===== src/rtl/cpu_ctrl_pkg.sv =====
// Shared definitions for the multi-cycle sequencer: state encoding, opcodes
// and bit positions inside the control word.
package cpu_ctrl_pkg;

  typedef enum logic [2:0] {
    ST_IDLE   = 3'd0,
    ST_FETCH  = 3'd1,
    ST_DECODE = 3'd2,
    ST_EXEC   = 3'd3,
    ST_MEM    = 3'd4,
    ST_WB     = 3'd5
  } ctrlState_t;

  typedef enum logic [1:0] {
    OP_ADD = 2'b00,
    OP_LW  = 2'b01,
    OP_SW  = 2'b10,
    OP_J   = 2'b11
  } opcode_t;

  localparam int unsigned CW_IR_LOAD         = 0;
  localparam int unsigned CW_PC_WRITE        = 1;
  localparam int unsigned CW_PC_SRC          = 2;
  localparam int unsigned CW_REG_WRITE       = 3;
  localparam int unsigned CW_REG_DST         = 4;
  localparam int unsigned CW_ALU_SRC         = 5;
  localparam int unsigned CW_MEM_READ        = 6;
  localparam int unsigned CW_MEM_WRITE       = 7;
  localparam int unsigned CW_MEM_TO_REG      = 8;
  localparam int unsigned CW_RETIRED         = 9;
  // SW retires in whichever MEM cycle sees mem_ready; the decoder only
  // marks the candidate, the top qualifies it with mem_ready.
  localparam int unsigned CW_RETIRE_ON_READY = 10;
  localparam int unsigned CW_WIDTH           = 11;

  typedef logic [CW_WIDTH-1:0] ctrlWord_t;

endpackage


===== src/rtl/control_decoder.sv =====
// Purely combinational map from (state, latched opcode) to the control word.
module control_decoder
  import cpu_ctrl_pkg::*;
(
  input  ctrlState_t state,
  input  opcode_t    opcode,
  output ctrlWord_t  ctrlWord
);

  // Moore decode of every datapath strobe
  always_comb begin
    ctrlWord = '0;
    case (state)
      ST_FETCH: begin
        ctrlWord[CW_IR_LOAD]  = 1'b1;
        ctrlWord[CW_PC_WRITE] = 1'b1;
      end
      ST_EXEC: begin
        case (opcode)
          OP_LW, OP_SW: ctrlWord[CW_ALU_SRC] = 1'b1;
          OP_J: begin
            ctrlWord[CW_PC_WRITE] = 1'b1;
            ctrlWord[CW_PC_SRC]   = 1'b1;
            ctrlWord[CW_RETIRED]  = 1'b1;
          end
          default: ;
        endcase
      end
      ST_MEM: begin
        if (opcode == OP_LW) begin
          ctrlWord[CW_MEM_READ] = 1'b1;
        end else if (opcode == OP_SW) begin
          ctrlWord[CW_MEM_WRITE]       = 1'b1;
          ctrlWord[CW_RETIRE_ON_READY] = 1'b1;
        end
      end
      ST_WB: begin
        ctrlWord[CW_REG_WRITE]  = 1'b1;
        ctrlWord[CW_RETIRED]    = 1'b1;
        ctrlWord[CW_REG_DST]    = (opcode == OP_ADD);
        ctrlWord[CW_MEM_TO_REG] = (opcode == OP_LW);
      end
      default: ;
    endcase
  end

endmodule


===== src/rtl/multicycle_control_unit.sv =====
// Multi-cycle sequencer: FSM, opcode latch, step/halt handling, sticky
// fetch-range fault and retired-instruction counter.
module multicycle_control_unit
  import cpu_ctrl_pkg::*;
#(
  parameter int unsigned HIGHER_IMEM_LIMIT = 255,
  parameter int unsigned COUNT_W           = 16
) (
  input  logic               clk,
  input  logic               reset,
  input  logic               run,
  input  logic               step,
  input  logic               halt_req,
  input  logic [7:0]         instruction,
  input  logic [7:0]         pc,
  input  logic               mem_ready,
  output logic               ir_load,
  output logic               pc_write,
  output logic               pc_src,
  output logic               reg_write,
  output logic               reg_dst,
  output logic               alu_src,
  output logic               mem_read,
  output logic               mem_write,
  output logic               mem_to_reg,
  output logic               retired,
  output logic               halted,
  output logic               fault,
  output logic [2:0]         state,
  output logic [COUNT_W-1:0] instr_count
);

  ctrlState_t stateReg;
  ctrlState_t nextState;
  opcode_t    opcodeReg;
  ctrlWord_t  ctrlWord;
  logic       stepMode;
  logic       faultReg;
  logic       fetchOutOfRange;
  logic       strobeEn;
  logic       retire;
  logic       unusedInstrBits;

  assign fetchOutOfRange = 32'(pc) > HIGHER_IMEM_LIMIT;
  assign unusedInstrBits = ^instruction[5:0];

  // A fault fetch and a reset cycle both suppress every strobe
  assign strobeEn = ~reset & ~((stateReg == ST_FETCH) & fetchOutOfRange);
  assign retire   = strobeEn & (ctrlWord[CW_RETIRED] |
                                (ctrlWord[CW_RETIRE_ON_READY] & mem_ready));

  control_decoder uDecoder (
    .state    (stateReg),
    .opcode   (opcodeReg),
    .ctrlWord (ctrlWord)
  );

  // State register
  always_ff @(posedge clk) begin
    if (reset) begin
      stateReg <= ST_IDLE;
    end else begin
      stateReg <= nextState;
    end
  end

  // Next-state logic; boundary decides IDLE vs back-to-back FETCH
  always_comb begin
    ctrlState_t boundary;
    boundary  = (halt_req || stepMode || !run) ? ST_IDLE : ST_FETCH;
    nextState = stateReg;
    case (stateReg)
      ST_IDLE:   if (!faultReg && (run || step)) nextState = ST_FETCH;
      ST_FETCH:  nextState = fetchOutOfRange ? ST_IDLE : ST_DECODE;
      ST_DECODE: nextState = ST_EXEC;
      ST_EXEC: begin
        case (opcodeReg)
          OP_ADD:       nextState = ST_WB;
          OP_LW, OP_SW: nextState = ST_MEM;
          default:      nextState = boundary;
        endcase
      end
      ST_MEM: begin
        if (mem_ready) nextState = (opcodeReg == OP_SW) ? boundary : ST_WB;
      end
      ST_WB:     nextState = boundary;
      default:   nextState = ST_IDLE;
    endcase
  end

  // Output decode, gated so nothing fires during reset or a faulting fetch
  always_comb begin
    ir_load    = strobeEn & ctrlWord[CW_IR_LOAD];
    pc_write   = strobeEn & ctrlWord[CW_PC_WRITE];
    pc_src     = strobeEn & ctrlWord[CW_PC_SRC];
    reg_write  = strobeEn & ctrlWord[CW_REG_WRITE];
    reg_dst    = strobeEn & ctrlWord[CW_REG_DST];
    alu_src    = strobeEn & ctrlWord[CW_ALU_SRC];
    mem_read   = strobeEn & ctrlWord[CW_MEM_READ];
    mem_write  = strobeEn & ctrlWord[CW_MEM_WRITE];
    mem_to_reg = strobeEn & ctrlWord[CW_MEM_TO_REG];
    retired    = retire;
    halted     = (stateReg == ST_IDLE);
    fault      = faultReg;
    state      = stateReg;
  end

  // Opcode latch, step flag, sticky fault and retire counter
  always_ff @(posedge clk) begin
    if (reset) begin
      opcodeReg   <= OP_ADD;
      stepMode    <= 1'b0;
      faultReg    <= 1'b0;
      instr_count <= '0;
    end else begin
      if (stateReg == ST_IDLE && nextState == ST_FETCH) begin
        stepMode <= step;
      end else if (retire) begin
        stepMode <= 1'b0;
      end
      if (stateReg == ST_FETCH) begin
        if (fetchOutOfRange) begin
          faultReg <= 1'b1;
        end else begin
          opcodeReg <= opcode_t'(instruction[7:6]);
        end
      end
      if (retire) begin
        instr_count <= instr_count + COUNT_W'(1);
      end
    end
  end

endmodule


===== config.mk =====
export PLATFORM = sky130hd
export DESIGN_NAME = multicycle_control_unit
export DESIGN_NICKNAME = d
export VERILOG_FILES = /design/src/rtl/cpu_ctrl_pkg.sv /design/src/rtl/control_decoder.sv /design/src/rtl/multicycle_control_unit.sv
export SDC_FILE = /design/constraint.sdc
export NUM_CORES = 1
export LEC_CHECK = 0
export ABC_AREA = 1
export BUFFER_PORTS_ARGS = -buffer_cell sky130_fd_sc_hd__buf_4
export CORE_MARGIN = 2
export CORE_UTILIZATION = 47
export DETAILED_ROUTE_END_ITERATION = 6
export PLACE_DENSITY = 0.76
export SYNTH_ARGS = -nofsm -noshare
export SYNTH_HDL_FRONTEND = slang
export SYNTH_SLANG_ARGS = --single-unit

===== constraint.sdc =====
create_clock -name clk -period 3.5 [get_ports clk]
set_input_delay 0.175 -clock clk [delete_from_list [all_inputs] [get_ports clk]]
set_output_delay 0.175 -clock clk [all_outputs]
set_load 0.005 [all_outputs]

Word level (Yosys, flattened, before mapping)
Cells that the tools add are included.

Input port bits: 22. Flip-flop bits (word level): 22. Output and inout port bits: 31.

Equal/unequal tests: 9. Muxes and demuxes: 23. Reduce and logical (&&, ||, !) cells: 9. Bitwise logic cells: 13. Add/sub/neg operators: 1.

Operators by type and width (number): case mux 3 bit (6 select lines) (1); adder 16 x 1 -> 16 bit (second input constant) (1); 2-to-1 mux 1 bit (13); AND 1 bit (11); 2-to-1 mux 3 bit (3); equality test 3 x 1 -> 1 bit (second input constant) (2); equality test 3 x 2 -> 1 bit (second input constant) (2); equality test 3 bit (second input constant) (2); 2-to-1 mux 2 bit (3); case mux 3 bit (2 select lines) (1); equality test 2 bit (second input constant) (2); case mux 1 bit (2 select lines) (2); zero test 3 bit (1); logical OR 1 bit (3); equality test 2 x 1 -> 1 bit (second input constant) (1); zero test 2 bit (1); nonzero test 2 bit (1); OR reduction 2 bit (1); logical AND 1 bit (1); zero test 1 bit (1); inverter 1 bit (1); OR 1 bit (1).

Depth between registers and ports, before layout
Gate-level depths: netlist (run 1).

Depth in word-level cells: 9. Depth in mapped cells: 10.

Modules after synthesis
Synthesis (run 1) repeated with hierarchy kept, for this count alone.

Cell total of the unflattened synthesis: 225. Area total of the unflattened synthesis: 1395.1 um2.

By module, submodules not included: multicycle_control_unit (seq. area each 440.4 um2, instances 1, area each 1228.7 um2, cells an instance 196); control_decoder (seq. area each 0.0 um2, instances 1, area each 166.4 um2, cells an instance 29).

Least setup slack after synthesis (run 1)
OpenSTA, ideal clock, no wires.

Path kind: flip-flop to flip-flop. Start point: register opcodeReg[0]. End point: register instr_count[10]. Arrival: 1.249 ns. Slack: 2.142 ns. Buffers on the path: 0. Cell stages (with the launch flop): 11. Required time: 3.391 ns. Path through: dfxtp_1 inv_1 ha_1 nand4_1 inv_2 nor2_4 nor2_4 nand2_1 nand2_1 nand2_1 inv_1.

Word-level cells in the longest chain between the ends: 7.

Ends and longest elaborated chain: from (decl) (RTL line multicycle_control_unit.sv:35) `opcode_t opcodeReg;`; from (signal assigned) (RTL line multicycle_control_unit.sv:125) `opcodeReg <= opcode_t'(instruction[7:6]);`; equality test 2 bit (RTL line control_decoder.sv:32) `end else if (opcode == OP_SW) begin`; 2-to-1 mux 1 bit (RTL line control_decoder.sv:32); 2-to-1 mux 1 bit (RTL line control_decoder.sv:30) `if (opcode == OP_LW) begin`; 2-to-1 mux 1 bit (RTL line control_decoder.sv:13) `case (state)`; AND 1 bit (RTL line multicycle_control_unit.sv:50) `(ctrlWord[CW_RETIRE_ON_READY] & mem_ready));`; OR 1 bit * (RTL line multicycle_control_unit.sv:49) `assign retire = strobeEn & (ctrlWord[CW_RETIRED] |`; AND 1 bit * (RTL line multicycle_control_unit.sv:49); to (signal assigned) (RTL line multicycle_control_unit.sv:129) `instr_count <= instr_count + COUNT_W'(1);`; to (decl) (RTL line multicycle_control_unit.sv:30) `output logic [COUNT_W-1:0] instr_count`.

Mark *: on every way between the ends. The rest lies on a longest branch, timed or not. A chain may end at the register's enable or synchronous reset.

Final worst setup path (run 1)
Start point: register opcodeReg[0]. End point: output retired.

Word-level cells in the longest chain between the ends: 7.

Ends and longest elaborated chain: equality test 2 bit (RTL line control_decoder.sv:32); 2-to-1 mux 1 bit (RTL line control_decoder.sv:32); 2-to-1 mux 1 bit (RTL line control_decoder.sv:30); 2-to-1 mux 1 bit (RTL line control_decoder.sv:13); AND 1 bit (RTL line multicycle_control_unit.sv:50); OR 1 bit * (RTL line multicycle_control_unit.sv:49); AND 1 bit * (RTL line multicycle_control_unit.sv:49); to (decl) (RTL line multicycle_control_unit.sv:26) `output logic retired,`.

Marked as above.

==> results.sh, run 1 <==
export IMPL_fin_ws_ns=1.622
export IMPL_dpl_hpwl_mm=2.313
export IMPL_grt_use_total_pct=19.52
export IMPL_globalplace_congestion=0.7945
export IMPL_min_period_ns=1.878
export IMPL_clk_insertion_delay_late_ns=0.32
export IMPL_cts_buffers=3
export IMPL_ys_flop_type="dfxtp_1"
export IMPL_synth_edf_count=0
export IMPL_topRoutingLayerUsed="met4"
export IMPL_max_freq_mhz=532.5
export IMPL_fp_dieH_um=58.70
export IMPL_area_delta_synth_final_pct=23.40
export IMPL_grt_overflow_total=0
export IMPL_crit_chain="inv_1 > ha_1 > nand4_1 > inv_2 > nor2_4 > nor2_8 > buf_4"
export IMPL_post_synth_top_count_cell="nand2_1"
export IMPL_rr_worst_depth=7
export IMPL_cp_end_kind="output pin"
export IMPL_fin_nets=279
export IMPL_async_flop_share_pct=0
export IMPL_cp_arrival_ns=1.70
export IMPL_die_w_um=58.70
export IMPL_worstSetupPathType="register to output pin"
export IMPL_via_per_inst=5.029
export IMPL_yosysSeqAreaShare_pct=31.32
export IMPL_dr_wl_met3_um=126
export IMPL_power_leakage_nw=0.7643
export IMPL_fin_crit_sh_pct=53.66
export IMPL_detail_route_drc_violations=2
export IMPL_cp_top_family="simple AND/OR/NAND/NOR gates"
export IMPL_grt_first_pass_wirelength_mm=5.223
export IMPL_num_vias=1408
export IMPL_syn_nets=242
export IMPL_cp_slowest_cell="dfxtp_1"
export IMPL_drt_wl_total_mm=3.105
export IMPL_cts_tree="yes"
export IMPL_yosysWarnings=0
export IMPL_diodes=0
export IMPL_coreArea_mm2=0.002805
export IMPL_drive_gt1_share_pct=23.69
export IMPL_slew_viol_final=0
export IMPL_synth_commonest_cells="nand2_1 (61), nor2_1 (29), dfxtp_1 (22)"
export IMPL_port_buffers=37
export IMPL_p_clk_share_pct=33.2
export IMPL_yosys_cell_types_count=27
export IMPL_clk_path_buf_depth=2
export IMPL_totalNegativeSetupSlack_ns=0
export IMPL_min_delay_path_depth=3
export IMPL_cts_hold_fix_buffers=0
export IMPL_crit_buf_inv=3
export IMPL_crit_fanout=7
export IMPL_switching_share_pct=29.08
export IMPL_p_per_area_mw_per_mm2=353.7
export IMPL_grt_max_degree=23
export IMPL_ios=53
export IMPL_cp_required_ns=3.32
export IMPL_irDropWorstVdd_mv=0.2396
export IMPL_pre_cts_ws_ns=1.836
export IMPL_wirelength_met1_mm=1.457
export IMPL_p_switching_mw=0.1785
export IMPL_synth_top_cell_by_area="dfxtp_1"
export IMPL_timing_hold_violations_final=0
export IMPL_dieArea_mm2=0.003446
export IMPL_dr_wl_met2_mm=1.508
export IMPL_internal_power_mw=0.4353
export IMPL_synth_seq_cells=22
export IMPL_clkTransAtPathRegs_ns=0.14
export IMPL_syn_inst=213
export IMPL_max_cap_viol_count=0
export IMPL_violations="design-rule violations"
export IMPL_drtAntennaViolNets=0
export IMPL_drtIter0Drc=43
export IMPL_pwr_share_seq_pct=47.1
export IMPL_cts_max_level=1
export IMPL_cts_resized=0
export IMPL_synth_top_area_share_pct=31.32
export IMPL_synth_area_mm2=0.001406
export IMPL_rsz0062_at_grt="false"
export IMPL_grt_pass1_vias=1213
export IMPL_cts_sinks=22
export IMPL_antenna_found_initial=0
export IMPL_p_comb_share_pct=19.7
export IMPL_synth_area_leaders="dfxtp_1 (31%), nand2_1 (16%), nor2_1 (7.7%)"
export IMPL_start_util_pct=50.13
export IMPL_skew_ns=0.008331
export IMPL_cts_post_setup_buffers_inserted=0
export IMPL_clock_root_buffer="clkbuf_4"
export IMPL_syn_mean_instance_area_um2=6.603
export IMPL_min_path_type="input port to register"
export IMPL_fp_row_count=19
export IMPL_status="finished with violations"
export IMPL_first_pass_iters=6
export IMPL_finalSetupViolations=0
export IMPL_max_stage_delay_ns=0.41
export IMPL_wl_per_cell_um=11.09
export IMPL_start_kind="register"
export IMPL_cp_num_cells=7
## final timing paths
kind,startpoint,endpoint,slack (ns)
setup / recovery,opcodeReg[0],retired,1.62
hold / removal,step,stepMode,0.13
setup reg to reg,opcodeReg[0],instr_count[6],1.81
hold reg to reg,stepMode,stepMode,0.47
## cells by family after synthesis
group           count (synthesis)  synth area share (%)
flops                          22                 31.32
simple gates                  125                 41.28
xor+xnor                        2                 1.246
other cells                     1                0.2666
compound gates                 30                 11.21
buf+inv                        26                 8.452
fa+ha+maj                       7                 6.227
## worst reg2reg max path, cell delays in order (launching register included)
cell and delay (ns):
dfxtp_1 0.41, inv_1 0.11, ha_1 0.22, nand4_1 0.13
nand3_2 0.25, nand2_1 0.30, nand2_1 0.08, a21oi_1 0.14
## power groups by stage
| stage | combinational (mW) | sequential (mW) | clock (mW) |
|---|---|---|---|
| 6_report | 0.121 | 0.289 | 0.203 |
| 5_1_grt | 0.138 | 0.292 | 0.223 |
| 4_1_cts | 0.121 | 0.289 | 0.207 |
| 3_5_place_dp | 0.121 | 0.294 | 0 |
| 3_3_place_gp | 0.120 | 0.294 | 0 |
| 2_1_floorplan | 0.0785 | 0.291 | 0 |
## stage by stage
stage	utilization, %	total power, mW	hold slack, ns	area, µm²	cells
6_report	61.86	0.6138	0.1347	1735	280
5_1_grt	61.86	0.6528	0.1307	1735	280
4_1_cts	61.86	0.6171	0.1320	1735	280
3_5_place_dp	59.99	0.4149	0.4569	1683	276
3_3_place_gp	59.99	0.4140	0.4562	1683	276
2_1_floorplan	-	0.3692	0.3499	1406	213
## state kept, by name, summed over array words and instances (netlist names)
| register | count |
|---|---|
| state | 3 |
| stepMode | 1 |
| opcodeReg | 2 |
| instr_count | 16 |
## layout make-up
class / count / area, µm²
Timing Repair Buffer: 37 / 277.8
Clock buffer: 3 / 22.52
Multi-Input combinational cell: 165 / 847.1
Clock inverter: 1 / 30.03
Inverter: 21 / 78.83
Sequential cell: 22 / 440.4
Fill cell: 273 / 1070
Tap cell: 31 / 38.79
## metal layers
layer	up-vias	global-route usage, %
met5	-	0
li1	755	-
met4	0	6.494
met2	28	34.19
met3	2	3.736
met1	623	24.01
## layout by cell type (no fill, tap or decap)
cell and count:
a21oi_1 19, buf_4 37, bufinv_16 1, clkbuf_4 3, conb_1 1, dfxtp_1 22, ha_1 7, inv_1 17
inv_2 4, nand2_1 61, nand2_2 2, nand3_1 10, nand3_2 2, nand4_1 3, nand4_2 1, nor2_1 29
nor2_2 5, nor2_4 2, nor2_8 1, nor3_1 6, nor3_2 1, nor3b_1 2, o211ai_1 1, o21a_1 2
o21ai_0 7, o21ai_1 1, xnor2_1 2
Power figures use the tool's default switching activity.
==> inputs of run 2 (changes only) <==
--- a/config.mk
+++ b/config.mk
@@ -8,9 +8,9 @@
 export ABC_AREA = 1
 export BUFFER_PORTS_ARGS = -buffer_cell sky130_fd_sc_hd__buf_4
 export CORE_MARGIN = 2
-export CORE_UTILIZATION = 47
+export CORE_UTILIZATION = 44
 export DETAILED_ROUTE_END_ITERATION = 6
-export PLACE_DENSITY = 0.76
+export PLACE_DENSITY = 0.75
 export SYNTH_ARGS = -nofsm -noshare
 export SYNTH_HDL_FRONTEND = slang
 export SYNTH_SLANG_ARGS = --single-unit
==> constraint.sdc (replaced) <==
create_clock -name clk -period 1.7 [get_ports clk]
set_input_delay 0.085 -clock clk [delete_from_list [all_inputs] [get_ports clk]]
set_output_delay 0.085 -clock clk [all_outputs]
set_load 0.005 [all_outputs]
==> results.sh, run 2 (synthesis results as in run 1) <==
export IMPL_utilization_pct=59.30
export IMPL_crit_chain="ha_1 > nand4_2 > nand2_2 > nor2_4 > nor2_8 > buf_4"
export IMPL_max_freq_mhz=629.3
export IMPL_min_path_type="input port to register"
export IMPL_final_common_cell="nand2_1"
export IMPL_grt_met3_usage_pct=2.772
export IMPL_globalplace_congestion=0.8148
export IMPL_fp_row_count=20
export IMPL_grt_overflow_total=0
export IMPL_cts_hold_fix_buffers=0
export IMPL_start_util_pct=46.07
export IMPL_largest_reg_flops=16
export IMPL_grt_max_degree=23
export IMPL_cp_top_family="simple AND/OR/NAND/NOR gates"
export IMPL_cp_arrival_ns=1.50
export IMPL_start_kind="register"
export IMPL_cts_buffers=3
export IMPL_drtIter0Drc=68
export IMPL_wl_per_cell_um=10.92
export IMPL_crit_fanout=5
export IMPL_dp_cells=294
export IMPL_clk_insertion_delay_late_ns=0.31
export IMPL_die_w_um=60.54
export IMPL_max_stage_delay_ns=0.38
export IMPL_max_cap_viol_count=0
export IMPL_drt_wl_total_mm=3.297
export IMPL_final_area_mm2=0.001810
export IMPL_via_per_inst=4.768
export IMPL_busiest_layer="met2"
export IMPL_p_per_area_mw_per_mm2=649.6
export IMPL_met2_usage_pct=28.11
export IMPL_drtAntennaViolNets=0
export IMPL_pre_cts_ws_ns=0.1864
export IMPL_fin_crit_sh_pct=93.48
export IMPL_fin_ws_ns=0.1109
export IMPL_ios=53
export IMPL_top_register="instr_count"
export IMPL_drive_gt1_share_pct=27.91
export IMPL_grt_use_total_pct=18.57
export IMPL_cts_tree="yes"
export IMPL_dieArea_mm2=0.003664
export IMPL_clk_path_buf_depth=2
export IMPL_coreArea_mm2=0.003053
export IMPL_cts_sinks=22
export IMPL_rsz0062_at_grt="false"
export IMPL_grt_pass1_vias=1159
export IMPL_area_delta_synth_final_pct=28.74
export IMPL_slew_viol_final=0
export IMPL_irDropWorstVdd_mv=0.4018
export IMPL_min_period_ns=1.589
export IMPL_first_pass_iters=4
export IMPL_num_vias=1440
export IMPL_clkTransAtPathRegs_ns=0.13
export IMPL_totalNegativeSetupSlack_ns=0
export IMPL_fin_nets=288
export IMPL_p_total_mw=1.176
export IMPL_gr_usage_met1_pct=27.38
export IMPL_grt_first_pass_wirelength_mm=5.147
export IMPL_cp_end_kind="output pin"
export IMPL_cts_max_level=1
export IMPL_postPlaceCellArea_mm2=0.001737
export IMPL_clock_root_buffer="clkbuf_4"
export IMPL_mostFrequentLayoutCells="nand2_1 (61), buf_4 (46), nor2_1 (29)"
export IMPL_dpl_hpwl_mm=2.504
export IMPL_status="completed"
export IMPL_skew_ns=0.005074
export IMPL_antenna_found_initial=0
export IMPL_diodes=0
export IMPL_cp_required_ns=1.62
export IMPL_detail_route_drc_violations=0
export IMPL_whs_ns=0.04314
export IMPL_cp_slowest_cell="dfxtp_4"
export IMPL_crit_buf_inv=1
export IMPL_worstSetupPathType="register to output pin"
export IMPL_power_leakage_nw=0.8017
export IMPL_timing_hold_violations_final=0
export IMPL_port_buffers=37
export IMPL_finalNonFillerCells=302
export IMPL_finalSetupViolations=0
export IMPL_fp_dieH_um=60.54
[run 2: cell types whose count changed in the layout (fill, tap and decap cells not counted), sizes merged]
| cell | delta |
|---|---|
| clkbuf | +1 |
| buf | +9 |
| bufinv | -1 |
[run 2: path summary, 6_finish.rpt]
check            startpoint              end  slack [ns]  cells after the start
max            opcodeReg[0]          retired        0.11                      6
min reg2reg        stepMode         stepMode        0.48                      2
max reg2reg  instr_count[0]  instr_count[10]        0.20                      8
min          instruction[6]     opcodeReg[0]        0.04                      3
[run 2: per-layer routing]
layer	share of wire [%]	vias to the layer above
met3	4.0	2
met2	46	27
li1	-	772
met4	0.24	0
met5	0	-
met1	50	639
[run 2: final cells by class]
type / count / area, µm²
Timing Repair Buffer: 46 / 345.3
Tap cell: 44 / 55.05
Fill cell: 309 / 1242
Sequential cell: 22 / 445.4
Clock buffer: 4 / 36.28
Inverter: 21 / 78.83
Multi-Input combinational cell: 165 / 849.6
[run 2: timing repair]
action                     4_1_cts  5_1_grt
resized for setup                0        5
buffers inserted                 1        3
pin swaps                        1        3
setup endpoints to repair        1        7
[run 2: worst register-to-register path: stages (launching register included)]
cell and delay (ns):
dfxtp_1 0.43, ha_1 0.24, nand3_1 0.17, nor2_2 0.21
inv_2 0.06, nor2_4 0.12, nand3_1 0.08, nand2_1 0.07
inv_1 0.03
[run 2: power by group]
group	total (mW)	switching [mW]	internal, mW
Sequential	0.597	0.0466	0.550
Clock	0.297	0.167	0.131
Combinational	0.282	0.150	0.132
Total	1.18	0.363	0.813
